### config.mk
export PLATFORM = sky130hd
export DESIGN_NAME = bist_pattern_gen
export DESIGN_NICKNAME = d
export VERILOG_FILES = /design/src/rtl/bist_pkg.sv /design/src/rtl/bist_lfsr.sv /design/src/rtl/bist_pattern_gen.sv
export SDC_FILE = /design/constraint.sdc
export NUM_CORES = 1
export LEC_CHECK = 0
export BUFFER_PORTS_ARGS = -buffer_cell sky130_fd_sc_hd__buf_4
export CAP_MARGIN = 15
export CORE_ASPECT_RATIO = 0.9
export CORE_MARGIN = 8
export CORE_UTILIZATION = 30
export DETAILED_ROUTE_END_ITERATION = 6
export PLACE_DENSITY = 0.54
export SYNTH_ARGS = -nofsm -noshare
export SYNTH_HDL_FRONTEND = slang
export SYNTH_SLANG_ARGS = --single-unit
### constraint.sdc
create_clock -name clk -period 4.6 [get_ports clk]
set_input_delay 1.15 -clock clk [delete_from_list [all_inputs] [get_ports clk]]
set_output_delay 1.15 -clock clk [all_outputs]
set_load 0.01 [all_outputs]
### src/rtl/bist_pkg.sv
// Shared types and helpers for the BIST pattern generator.
// Holds the FSM state encoding, the index width and the Fibonacci LFSR next-state function.
package bist_pkg;

  typedef enum logic [1:0] {
    IDLE = 2'd0,
    RUN  = 2'd1,
    DONE = 2'd2
  } state_t;

  localparam int IDX_W = 16;

  // Generic up-to-32-bit step: shift left, feed the tap parity into bit 0.
  function automatic logic [31:0] lfsr_next(input logic [31:0] s,
                                            input logic [31:0] poly,
                                            input int          w);
    logic [31:0] mask;
    mask = (w >= 32) ? 32'hFFFF_FFFF : ((32'd1 << w) - 32'd1);
    return {s[30:0], ^(s & poly & mask)} & mask;
  endfunction

endpackage

### src/rtl/bist_lfsr.sv
// Fibonacci LFSR state register with parallel load and single-step advance.
// Load has priority over step; INIT is the value taken on reset.
module bist_lfsr
  import bist_pkg::*;
#(
  parameter int               WIDTH = 2,
  parameter logic [WIDTH-1:0] POLY  = 2'b11,
  parameter logic [WIDTH-1:0] INIT  = 2'b01
) (
  input  logic             clk,
  input  logic             rst,
  input  logic             load,
  input  logic [WIDTH-1:0] load_val,
  input  logic             step,
  output logic [WIDTH-1:0] q
);

  logic [WIDTH-1:0] r_state;

  always_ff @(posedge clk or posedge rst) begin
    if (rst) begin
      r_state <= INIT;
    end else if (load) begin
      r_state <= load_val;
    end else if (step) begin
      r_state <= WIDTH'(lfsr_next(32'(r_state), 32'(POLY), WIDTH));
    end
  end

  assign q = r_state;

endmodule

### src/rtl/bist_pattern_gen.sv
// LFSR pattern source: NUM_PATTERNS vectors over valid/ready, then done.
// Define BIST_ZERO_PAD_EN to make vector 0 of every run all-zeros.
module bist_pattern_gen
  import bist_pkg::*;
#(
  parameter int               WIDTH        = 2,
  parameter logic [WIDTH-1:0] POLY         = 2'b11,
  parameter logic [WIDTH-1:0] SEED         = 2'b01,
  parameter int               NUM_PATTERNS = 3
) (
  input  logic             clk,
  input  logic             rst,
  input  logic             start,
  input  logic             seed_load,
  input  logic [WIDTH-1:0] seed_in,
  output logic             pat_valid,
  input  logic             pat_ready,
  output logic [WIDTH-1:0] pat_data,
  output logic [IDX_W-1:0] pat_index,
  output logic             busy,
  output logic             done
);

  localparam logic [WIDTH-1:0] SEED_EFF = (SEED == '0) ? WIDTH'(1) : SEED;
  localparam logic [IDX_W-1:0] LAST_IDX = IDX_W'(NUM_PATTERNS - 1);
`ifdef BIST_ZERO_PAD_EN
  localparam logic PAD_EN = 1'b1;
`else
  localparam logic PAD_EN = 1'b0;
`endif

  state_t           r_state;
  logic [WIDTH-1:0] r_seed;
  logic             r_valid;
  logic [WIDTH-1:0] r_data;
  logic [IDX_W-1:0] r_index;
  logic             r_busy;
  logic             r_done;

  logic             w_idle;
  logic [WIDTH-1:0] w_seed_in_fix;
  logic [WIDTH-1:0] w_seed_use;
  logic             w_start;
  logic             w_xfer;
  logic             w_last;
  logic             w_pad_slot;
  logic             w_lfsr_step;
  logic [WIDTH-1:0] w_lfsr_q;
  logic [WIDTH-1:0] w_lfsr_next;

  assign w_idle        = (r_state != RUN);
  assign w_seed_in_fix = (seed_in == '0) ? WIDTH'(1) : seed_in;
  // A seed loaded in the same cycle as start applies to that run.
  assign w_seed_use    = (seed_load && w_idle) ? w_seed_in_fix : r_seed;
  assign w_start       = start && w_idle;
  assign w_xfer        = (r_state == RUN) && r_valid && pat_ready;
  assign w_last        = (r_index == LAST_IDX);
  assign w_pad_slot    = PAD_EN && (r_index == '0);
  assign w_lfsr_step   = w_xfer && !w_pad_slot;
  assign w_lfsr_next   = WIDTH'(lfsr_next(32'(w_lfsr_q), 32'(POLY), WIDTH));

  bist_lfsr #(
    .WIDTH (WIDTH),
    .POLY  (POLY),
    .INIT  (SEED_EFF)
  ) u_lfsr (
    .clk      (clk),
    .rst      (rst),
    .load     (w_start),
    .load_val (w_seed_use),
    .step     (w_lfsr_step),
    .q        (w_lfsr_q)
  );

  always_ff @(posedge clk or posedge rst) begin
    if (rst) begin
      r_state <= IDLE;
      r_seed  <= SEED_EFF;
      r_valid <= 1'b0;
      r_data  <= '0;
      r_index <= '0;
      r_busy  <= 1'b0;
      r_done  <= 1'b0;
    end else begin
      if (seed_load && w_idle) begin
        r_seed <= w_seed_in_fix;
      end
      case (r_state)
        IDLE, DONE: begin
          if (w_start) begin
            r_state <= RUN;
            r_valid <= 1'b1;
            r_data  <= PAD_EN ? '0 : w_seed_use;
            r_index <= '0;
            r_busy  <= 1'b1;
            r_done  <= 1'b0;
          end
        end
        RUN: begin
          if (w_xfer) begin
            if (w_last) begin
              // pat_data keeps the final vector while in DONE.
              r_state <= DONE;
              r_valid <= 1'b0;
              r_busy  <= 1'b0;
              r_done  <= 1'b1;
            end else begin
              r_index <= r_index + 1'b1;
              r_data  <= w_pad_slot ? w_lfsr_q : w_lfsr_next;
            end
          end
        end
        default: r_state <= IDLE;
      endcase
    end
  end

  assign pat_valid = r_valid;
  assign pat_data  = r_data;
  assign pat_index = r_index;
  assign busy      = r_busy;
  assign done      = r_done;

endmodule
[Yosys cells after proc, flatten, opt, wreduce, memory -nomap -nowiden]
Index checks and enable logic that the tools add are counted.
Word-level totals
  register bits after elaboration: 26
  bits in latches: 0
  memory bits (writable): 0
  memory bits (read-only): 0
  bits of input ports: 7
  output and inout port bits: 21
  logic and storage cells: 53
  memories: 0
Operators by class
  add/subtract/negate cells: 1
  $mul: 0
  div/mod/pow operators: 0
  order comparisons: 0
  equality and inequality tests: 8
  shifts and indexed selects: 0
  mux-type cells: 24
  bitwise gates (word level): 0
  reductions and logical operators: 13
Operators by type and width (number)
  $mux 16: 3
  $pmux 16 s2: 1
  $reduce_xor 32->1: 1
  $mux 2: 10
  $add 16x1->16 const B: 1
  $eq 16x2->1 const B: 1
  $pmux 2 s2: 2
  $reduce_and 4->1: 2
  $mux 1: 6
  $ne 2x1->1 const B: 3
  $logic_and 1x1->1: 4
  $logic_not 2->1: 2
  $ne 2x2->1 const B: 2
  $pmux 1 s2: 2
  $reduce_bool 2->1: 2
  $reduce_and 3->1: 1
  $eq 2x1->1 const B: 1
  $eq 2x2->1 const B: 1
  $reduce_or 2->1: 1

[Depth between registers and ports, before layout]
Gate-level depths: netlist (run 1).
  depth after elaboration: 5
  depth in mapped cells: 7
  depth with buffers taken out: 6

[By module]
Synthesis (run 1) repeated with hierarchy kept, for this count alone.
Second synthesis, totals
  cells, all modules: 160
  area, all modules: 1413.9 µm²
By module, submodules not included
  bist_pattern_gen: instances 1, cells an instance 150, area an instance 1306.3 µm², sequential area each 601.8 µm²
  bist_lfsr: instances 1, cells an instance 10, area an instance 107.6 µm², sequential area each 51.3 µm²

[Worst setup path before layout (run 1)]
Ideal clock, no wire load.
  path type: input-to-reg
  start point: input port start
  end point: register r_index[1], in the netlist pat_index[1]
  library setup time: 125 ps
  arrival time: 2053 ps
  required time: 4475 ps
  setup slack: 2422 ps
  stages on the path: 4
  path buffers: 0
  cells stage by stage: nand2b_2 a21o_1 o21ai_4 mux2_4
Between the ends
  longest elaborated chain between the ends: 3
RTL lines
  from (decl): line bist_pattern_gen.sv:13  | input logic start,
  $logic_and 1x1->1: line bist_pattern_gen.sv:55  | assign w_start = start && w_idle;
  $ne 2x1->1 (no line)
  $reduce_and 4->1 (no line)
  to (signal assigned): line bist_pattern_gen.sv:108  | r_index <= r_index + 1'b1;
  to (decl): line bist_pattern_gen.sv:36  | logic [IDX_W-1:0] r_index;
Every way passes these cells.
A chain may end at the register's enable or synchronous reset.

[Worst setup path in the final report (run 1)]
  start point: input port start
  end point: register r_data[0], in the netlist pat_data[0]
Between the ends
  longest elaborated chain between the ends: 3
RTL lines
  $logic_and 1x1->1: line bist_pattern_gen.sv:55
  $ne 2x1->1 (no line)
  $reduce_and 4->1 (no line)
  to (signal assigned): line bist_pattern_gen.sv:93  | r_data <= PAD_EN ? '0 : w_seed_use;
  to (signal assigned): line bist_pattern_gen.sv:109  | r_data <= w_pad_slot ? w_lfsr_q : w_lfsr_next;
  to (decl): line bist_pattern_gen.sv:35  | logic [WIDTH-1:0] r_data;
Every way passes these cells.

==> qor.yml, run 1 <==
run_status:
  status: "complete, no violations"
power:
  internal_power_mw: 0.587
  p_seq_share_pct: 38.7
  vdd_drop_max_uv: 169
  power.switching_fraction_pct: 41.5
  power_density_mw_per_mm2: 547
  combinationalPowerShare_pct: 46.3
  p_clk_share_pct: 15.0
  power_leakage_nw: 0.796
  power.switching_mw: 0.417
  post-layout-total-power_mw: 1.00
critical_path:
  reg2reg_to: "pat_index[15]"
  critical_path.reg2reg.startpoint: "r_state[1]"
  timing.critical_path.arrival_ns: 2.45
  crit_chain: "buf_4 > nand2b_2 > a21o_1 > o21ai_4 > mux2_4"
  worst-setup-path-type: "in2reg"
  timing.critical_path.slowest_stage_cell: "sky130_fd_sc_hd__o21ai_4"
  cp.required_ns: 4.76
  critPathMaxFanout: 18
  worst_path_dominant_cell_family: "compound AO/OA/AOI/OAI gates"
  timing.critical_path.from_type: "input port"
  regToRegSetupSlack_ns: 2.47
  stage_delay_of_the_slowest_cell_on_the_critical_path_ns: 0.51
  critPathBufInv: 1
  cp-end-kind: "register"
  rr_worst_depth: 4
sta:
  report.final.setup_viol: 0
  timing_worst_slew_pin_value_ns: 0.720
  setup_total_negative_slack_ns: 0
  period_needed_ns: 2.29
  rsz0062_at_grt: "no"
  min_period_over_period_pct: 49.9
  fmax_mhz: 436
  slew_violations: 0
  timing_hold_violations_final: 0
  final.setup_skew_ns: 0.00475
  timing.max_slew.rel_slack_pct: 52.0
placement:
  post-dp-hpwl_um: 2760
  finalWeightedCongestion: 0.827
  buffer_ports.inserted: 27
  place_area_mm2: 0.00175
layout:
  antenna_cells: 0
  most_frequent_standard_cell_in_the_layout_excluding_fill_and_tap_cells: "sky130_fd_sc_hd__buf_4"
  layout-drive-gt1-share_pct: 25.7
  final_cell_mix: "sky130_fd_sc_hd__buf_4 (27), sky130_fd_sc_hd__dfrtp_1 (24), sky130_fd_sc_hd__a31oi_1 (19)"
  finalInstanceArea_mm2: 0.00183
  area.growth.synth_to_final_pct: 20.8
  num-nets-final: 193
  finalCoreUtilization_pct: 37.7
floorplanning:
  design.core.area_mm2: 0.00486
  fp.dieArea_mm2: 0.00760
  floorplan.io_pins: 28
  rows: 24
  floorplan.initialDensity_pct: 31.2
  die_w_um: 91.0
  die-height_um: 83.5
detailed_routing:
  drt_pass1_iterations: 4
  count_of_unresolved_drc_violations_after_routing: 0
  routed-via-count: 1378
  drt_iter0_markers: 123
  routed_wirelength_um: 3940
  ant_nets: 0
  wl_per_cell_um: 15.9
  via_per_inst: 5.56
yosys:
  synth-simple-area-share_pct: 24.4
  synth.net_count: 168
  muxShareOfSynthArea_pct: 2.97
  synth_ff_type: "sky130_fd_sc_hd__dfrtp_1"
  synth_xor_area_share_pct: 0.577
  synth_edf_count: 0
  synth.ff_latch_count: 26
  synth-compound-area-share_pct: 22.3
  netlist_instances: 159
  synth.avg_cell_area_um2: 9.55
  mappedNetlistArea_mm2: 0.00152
  synth.yosys.seq_area_share_pct: 43.0
  synthesis.yosys.warnings: 0
  ffs_w_async_s_r_synth_pct: 100
  combinational_family_with_the_most_area_after_synthesis: "simple AND/OR/NAND/NOR gates"
  synth_cell_types: 43
  synth_area_in_adders_pct: 1.65
worst_hold_path:
  hold_path_depth: 1
  worst_hold_path.endpoint: "done"
  timing.hold.worst.start: "done"
  timing.hold.worst.class: "reg2reg"
global_route:
  initial_antenna_violation_count: 0
  grt_pass1_wl_um: 6490
  gr-total-overflow: 0
  first_global_vias: 1309
  grt_max_degree: 27
  grt_use_total_pct: 10.3
clock_tree:
  h-tree-depth: 1
  clock_sinks: 26
  numCtsBuffers: 3
  cts.repair_timing.setup_buffer_count: 0
  cts_tree: "yes"
  hold_buffers: 0
  cts.path.max_buffers: 2
  clk_transition_reported_paths_ns: 0.09
  clock-root-buffer: "sky130_fd_sc_hd__clkbuf_8"
  ctsResizeCount: 0
  worst_skew_pair.late_latency_ns: 0.27
run:
  drv.max_cap_violation_count: 0
[cell families (layout without fill, tap and decap cells)]
kind of cell | Yosys count | after routing
flops | 26 | 26
mux | 3 | 3
compound gates | 51 | 51
fa+ha+maj | 2 | 2
simple gates | 61 | 61
buf+inv | 15 | 39
xor+xnor | 1 | 1
[stage by stage]
stage / setup slack [ns] / cells / hold WS [ns]
2_1_floorplan: 2.42 / 159 / 0.472
4_1_cts: 2.29 / 247 / 0.515
3_5_place_dp: 2.00 / 243 / 0.493
6_report: 2.31 / 248 / 0.507
3_3_place_gp: 2.05 / 243 / 0.496
5_1_grt: 2.23 / 248 / 0.553
[registers in the layout (all words and copies together), names as in the netlist]
signal and flops:
pat_data 2, pat_index 16, done 1, u_lfsr.q 2, r_state 2, busy 1, r_seed 2
[worst register-to-register path: cells and delay by family, from the launching register on]
| kind | cells | cell delay [ns] |
|---|---|---|
| simple gates | 2 | 1.23 |
| compound gates | 2 | 0.42 |
| flops | 1 | 0.42 |
[layer usage]
layer | track usage, % | share of wire [%] | wire, um
met3 | 2.34 | 5.3 | 210
met2 | 16.3 | 47 | 1860
met5 | 0 | 0 | 0
met4 | 4.46 | 1.6 | 65
met1 | 13.0 | 46 | 1810
[synthesized netlist by cell type (3+ instances only)]
master                     instances  area (um^2)
sky130_fd_sc_hd__mux2_4            3         45.0
sky130_fd_sc_hd__inv_1             7         26.3
sky130_fd_sc_hd__nand2b_1          4         25.0
sky130_fd_sc_hd__o21a_1            6         45.0
sky130_fd_sc_hd__dfrtp_1          24          601
sky130_fd_sc_hd__clkbuf_1          3         11.3
sky130_fd_sc_hd__nor3_1            4         20.0
sky130_fd_sc_hd__o21ai_1           5         25.0
sky130_fd_sc_hd__nand3_1           9         45.0
sky130_fd_sc_hd__nand4_1           5         31.3
sky130_fd_sc_hd__nor2_1            9         33.8
sky130_fd_sc_hd__a21oi_1           7         35.0
sky130_fd_sc_hd__a31oi_1          19          119
sky130_fd_sc_hd__nand2_1          11         41.3
sky130_fd_sc_hd__o21ai_0           5         25.0
[area by class of cell]
| cell class | instances | area, um^2 |
|---|---|---|
| Clock buffer | 4 | 55.1 |
| Fill cell | 499 | 3030 |
| Inverter | 7 | 26.3 |
| Multi-Input combinational cell | 118 | 788 |
| Sequential cell | 26 | 653 |
| Tap cell | 65 | 81.3 |
| Timing Repair Buffer | 28 | 230 |
[how the worst max path moves through the flow]
stage               slack [ns]  startpoint            to  cells after the start
global route              2.23       start   pat_data[1]                      5
CTS                       2.29       start   pat_data[0]                      5
floorplan                 2.42       start  pat_index[1]                      4
finish                    2.31       start   pat_data[0]                      5
detailed placement        2.00       start  pat_index[1]                      5
global placement          2.05       start  pat_index[1]                      5
[power groups by stage]
stage          combinational (mW)  clock [mW]  sequential, mW
2_1_floorplan               0.326           0           0.389
3_3_place_gp                0.455           0           0.390
3_5_place_dp                0.464           0           0.391
4_1_cts                     0.467       0.154           0.387
5_1_grt                     0.513       0.164           0.401
6_report                    0.465       0.150           0.388
No activity file was read; power rests on OpenSTA's default activity.
==> run 2: changes to the inputs <==
- clock period: 4.6 -> 2.3 ns (I/O delays scaled with it)
==> qor.yml, run 2 (synthesis results as in run 1) <==
detailed_routing:
  drt_iter0_markers: 98
  routed-via-count: 1372
  via_per_inst: 5.49
  drt_pass1_iterations: 4
  routed_wirelength_um: 3990
  wl_per_cell_um: 16.0
  ant_nets: 0
  count_of_unresolved_drc_violations_after_routing: 0
placement:
  finalWeightedCongestion: 0.859
  post-place-cells: 246
  buffer_ports.inserted: 27
  place_area_mm2: 0.00177
  dp_worst_setup_slack_ns: 0.252
  post-dp-hpwl_um: 2920
clock_tree:
  clock_sinks: 26
  hold_buffers: 0
  worst_skew_pair.late_latency_ns: 0.27
  clk_transition_reported_paths_ns: 0.09
  clock-root-buffer: "sky130_fd_sc_hd__clkbuf_8"
  cts.path.max_buffers: 2
  h-tree-depth: 1
  numCtsBuffers: 3
  cts_tree: "yes"
  ctsResizeCount: 0
  cts.repair_timing.setup_buffer_count: 0
global_route:
  grt_max_degree: 19
  fraction_of_met3_tracks_used_by_global_routing_pct: 2.07
  grt_use_total_pct: 10.7
  grt_pass1_wl_um: 6710
  gr-total-overflow: 0
  initial_antenna_violation_count: 0
  global_route.usage.met1_pct: 13.1
  first_global_vias: 1354
  gr-max-usage-layer: "met2"
  groute.layer.met2.usage_pct: 17.5
layout:
  num-nets-final: 195
  final_cells: 250
  layout-drive-gt1-share_pct: 26.5
  most_frequent_standard_cell_in_the_layout_excluding_fill_and_tap_cells: "sky130_fd_sc_hd__buf_4"
  antenna_cells: 0
  finalInstanceArea_mm2: 0.00183
  area.growth.synth_to_final_pct: 20.4
  finalCoreUtilization_pct: 37.6
  largest_register_ffs: 16
  final_cell_mix: "sky130_fd_sc_hd__buf_4 (30), sky130_fd_sc_hd__dfrtp_1 (24), sky130_fd_sc_hd__a31oi_1 (19)"
power:
  vdd_drop_max_uv: 347
  combinationalPowerShare_pct: 46.9
  power_density_mw_per_mm2: 1110
  internal_power_mw: 1.19
  post-layout-total-power_mw: 2.02
  power_leakage_nw: 0.798
  p_clk_share_pct: 14.6
  power.switching_fraction_pct: 41.2
  power.switching_mw: 0.833
  p_seq_share_pct: 38.5
worst_hold_path:
  timing.hold.worst.class: "in2async"
floorplanning:
  rows: 24
  design.core.area_mm2: 0.00486
  fp.dieArea_mm2: 0.00760
  die-height_um: 83.5
  die_w_um: 91.0
  floorplan.initialDensity_pct: 31.2
  floorplan.io_pins: 28
critical_path:
  timing.critical_path.from_type: "register"
  cp-end-kind: "register"
  worst-setup-path-type: "reg2reg"
  critPathMaxFanout: 18
  timing.critical_path.arrival_ns: 2.23
  cp.required_ns: 2.45
sta:
  rsz0062_at_grt: "no"
  timing.final.ws_setup_ns: 0.223
  timing.hold.ws_ns: 0.313
  slew_violations: 0
  min_period_over_period_pct: 90.3
  timing_hold_violations_final: 0
  final.setup_skew_ns: 0.00921
  report.final.setup_viol: 0
  setup_total_negative_slack_ns: 0
  fmax_mhz: 482
  timing_worst_slew_pin_value_ns: 0.606
  timing.max_slew.rel_slack_pct: 59.6
  period_needed_ns: 2.08
run:
  drv.max_cap_violation_count: 0
run_status:
  status: "complete, no violations"
[run 2: path summary, 6_finish.rpt]
path                         startpoint           end  slack, ns  cells past startpoint
min in group clk                   done          done       0.50                      1
setup reg to reg           pat_index[0]   pat_data[0]       0.22                      6
hold / removal                      rst  pat_index[2]       0.31                      2
hold reg to reg                    done          done       0.50                      1
setup / recovery           pat_index[0]   pat_data[0]       0.22                      6
max in group asynchronous           rst     r_seed[0]       1.33                      3
[run 2: layer usage]
metal	wire length, um	vias to the layer above
met2	1940	41
met4	70	0
met1	1790	677
li1	-	650
met5	0	-
met3	190	4
[run 2: power groups by stage]
stage	combinational, mW	sequential (mW)	clock [mW]
after floorplan	0.653	0.778	0
after CTS	0.962	0.778	0.309
final	0.949	0.779	0.295
after detailed placement	0.956	0.787	0
after global routing	1.06	0.802	0.326
after global placement	0.944	0.775	0
[run 2: layout make-up]
type | instances | area, um^2
fill | 503 | 3040
multi-input combinational | 118 | 788
sequential | 26 | 653
timing repair buffer | 30 | 225
tap | 65 | 81.3
clock buffer | 4 | 55.1
inverter | 7 | 26.3
[run 2: critical path, cell delays in order, from the launching register on]
cell and delay (ns):
sky130_fd_sc_hd__dfrtp_1 0.44, sky130_fd_sc_hd__inv_1 0.11, sky130_fd_sc_hd__ha_1 0.20, sky130_fd_sc_hd__nor3b_1 0.17
sky130_fd_sc_hd__and4_4 0.23, sky130_fd_sc_hd__o21ai_4 0.47, sky130_fd_sc_hd__mux2_4 0.35
==> run 3: changes to the inputs <==
- CORE_UTILIZATION: 30 -> 41
- CTS_CLUSTER_SIZE: not set -> 25
- PLACE_DENSITY: 0.54 -> 0.68
==> qor.yml, run 3 (synthesis results as in run 1) <==
power:
  power_density_mw_per_mm2: 1150
  combinationalPowerShare_pct: 44.4
  p_clk_share_pct: 18.4
  power.switching_mw: 0.832
  internal_power_mw: 1.26
  p_seq_share_pct: 37.2
  power_leakage_nw: 0.800
  power.switching_fraction_pct: 39.8
  vdd_drop_max_uv: 638
sta:
  rsz0062_at_grt: "no"
  slew_violations: 0
  final.setup_skew_ns: 0.00210
  report.final.setup_viol: 0
  setup_total_negative_slack_ns: 0
  min_period_over_period_pct: 89.7
  timing.hold.ws_ns: 0.371
  timing.max_slew.rel_slack_pct: 57.7
  timing_hold_violations_final: 0
  timing_worst_slew_pin_value_ns: 0.634
  fmax_mhz: 485
  period_needed_ns: 2.06
detailed_routing:
  drt_iter0_markers: 145
  routed-via-count: 1357
  drt_pass1_iterations: 4
  wl_per_cell_um: 16.2
  routed_wirelength_um: 3730
  via_per_inst: 5.90
  ant_nets: 0
  count_of_unresolved_drc_violations_after_routing: 0
floorplanning:
  floorplan.initialDensity_pct: 41.9
  die_w_um: 80.2
  fp.dieArea_mm2: 0.00591
  die-height_um: 73.7
  rows: 21
  design.core.area_mm2: 0.00363
  floorplan.io_pins: 28
clock_tree:
  numCtsBuffers: 3
  cts.path.max_buffers: 2
  hold_buffers: 0
  cts_tree: "yes"
  h-tree-depth: 1
  cts.repair_timing.setup_buffer_count: 0
  clock-root-buffer: "sky130_fd_sc_hd__clkbuf_8"
  clk_transition_reported_paths_ns: 0.09
  ctsResizeCount: 0
  worst_skew_pair.late_latency_ns: 0.28
  clock_sinks: 26
critical_path:
  timing.critical_path.arrival_ns: 2.23
  regToRegSetupSlack_ns: 0.24
  reg2reg_to: "pat_index[1]"
  worst-setup-path-type: "reg2reg"
  rr_worst_depth: 6
  timing.critical_path.from_type: "register"
  critPathMaxFanout: 18
  critical_path.reg2reg.startpoint: "pat_index[0]"
  cp.required_ns: 2.47
  cp-end-kind: "register"
run:
  drv.max_cap_violation_count: 0
layout:
  largest_register_ffs: 16
  area.growth.synth_to_final_pct: 19.4
  most_frequent_standard_cell_in_the_layout_excluding_fill_and_tap_cells: "sky130_fd_sc_hd__buf_4"
  final_cell_mix: "sky130_fd_sc_hd__buf_4 (29), sky130_fd_sc_hd__dfrtp_1 (24), sky130_fd_sc_hd__a31oi_1 (19)"
  finalCoreUtilization_pct: 50.0
  finalInstanceArea_mm2: 0.00181
  num-nets-final: 194
  antenna_cells: 0
  final.fill_count: 355
  layout-drive-gt1-share_pct: 26.1
global_route:
  grt_use_total_pct: 13.2
  initial_antenna_violation_count: 0
  first_global_vias: 1306
  grt_max_degree: 19
  grt_pass1_wl_um: 6210
  gr-total-overflow: 0
placement:
  finalWeightedCongestion: 0.864
  buffer_ports.inserted: 27
  place_area_mm2: 0.00174
  post-dp-hpwl_um: 2660
run_status:
  status: "complete, no violations"
worst_hold_path:
  timing.hold.worst.class: "in2async"
[run 3: metal layers]
layer	track usage, %	share of wire (%)	vias up
met5	0	0	-
li1	-	-	651
met4	5.24	1.5	0
met3	3.67	5.5	8
met2	20.9	48	38
met1	16.4	45	660
[run 3: final cells by class]
type                    instances  area, um^2  area share [%]
clock inverters                 1        30.0            1.66
repair buffers                 29         218            12.0
well taps                      46        57.6            3.17
flip-flops and latches         26         653            36.0
clock buffers                   3        41.3            2.28
multi-input cells             118         788            43.4
inverters                       7        26.3            1.45
[run 3: power groups by stage]
stage                     Combinational (mW)  Sequential [mW]  Clock [mW]
after CTS                              0.933            0.776       0.391
after floorplan                        0.653            0.778           0
final                                  0.929            0.778       0.384
after detailed placement               0.930            0.784           0
after global placement                 0.912            0.777           0
after global routing                    1.02            0.800       0.416
[run 3: critical path: stages, from the launching register on]
cell and delay, ns:
sky130_fd_sc_hd__dfrtp_1 0.43, sky130_fd_sc_hd__inv_1 0.10, sky130_fd_sc_hd__ha_1 0.20, sky130_fd_sc_hd__nor3b_1 0.15
sky130_fd_sc_hd__and4_4 0.23, sky130_fd_sc_hd__o21ai_4 0.48, sky130_fd_sc_hd__mux2_4 0.35
[run 3: how the worst max path moves through the flow]
stage                  from            to  slack [ns]
3_5_place_dp   pat_index[0]  pat_index[1]        0.28
4_1_cts        pat_index[0]  pat_index[1]        0.25
3_3_place_gp          start   pat_data[1]        0.33
2_1_floorplan  pat_index[0]  pat_index[1]        0.55
5_1_grt        pat_index[0]  pat_index[1]        0.15
6_report       pat_index[0]  pat_index[1]        0.24
[run 3: per-stage QoR]
step	total power, mW	setup slack (ns)	std cells
floorplan	1.43	0.550	159
global placement	1.69	0.329	226
detailed placement	1.71	0.276	226
CTS	2.10	0.249	230
global route	2.24	0.153	230
finish	2.09	0.237	230
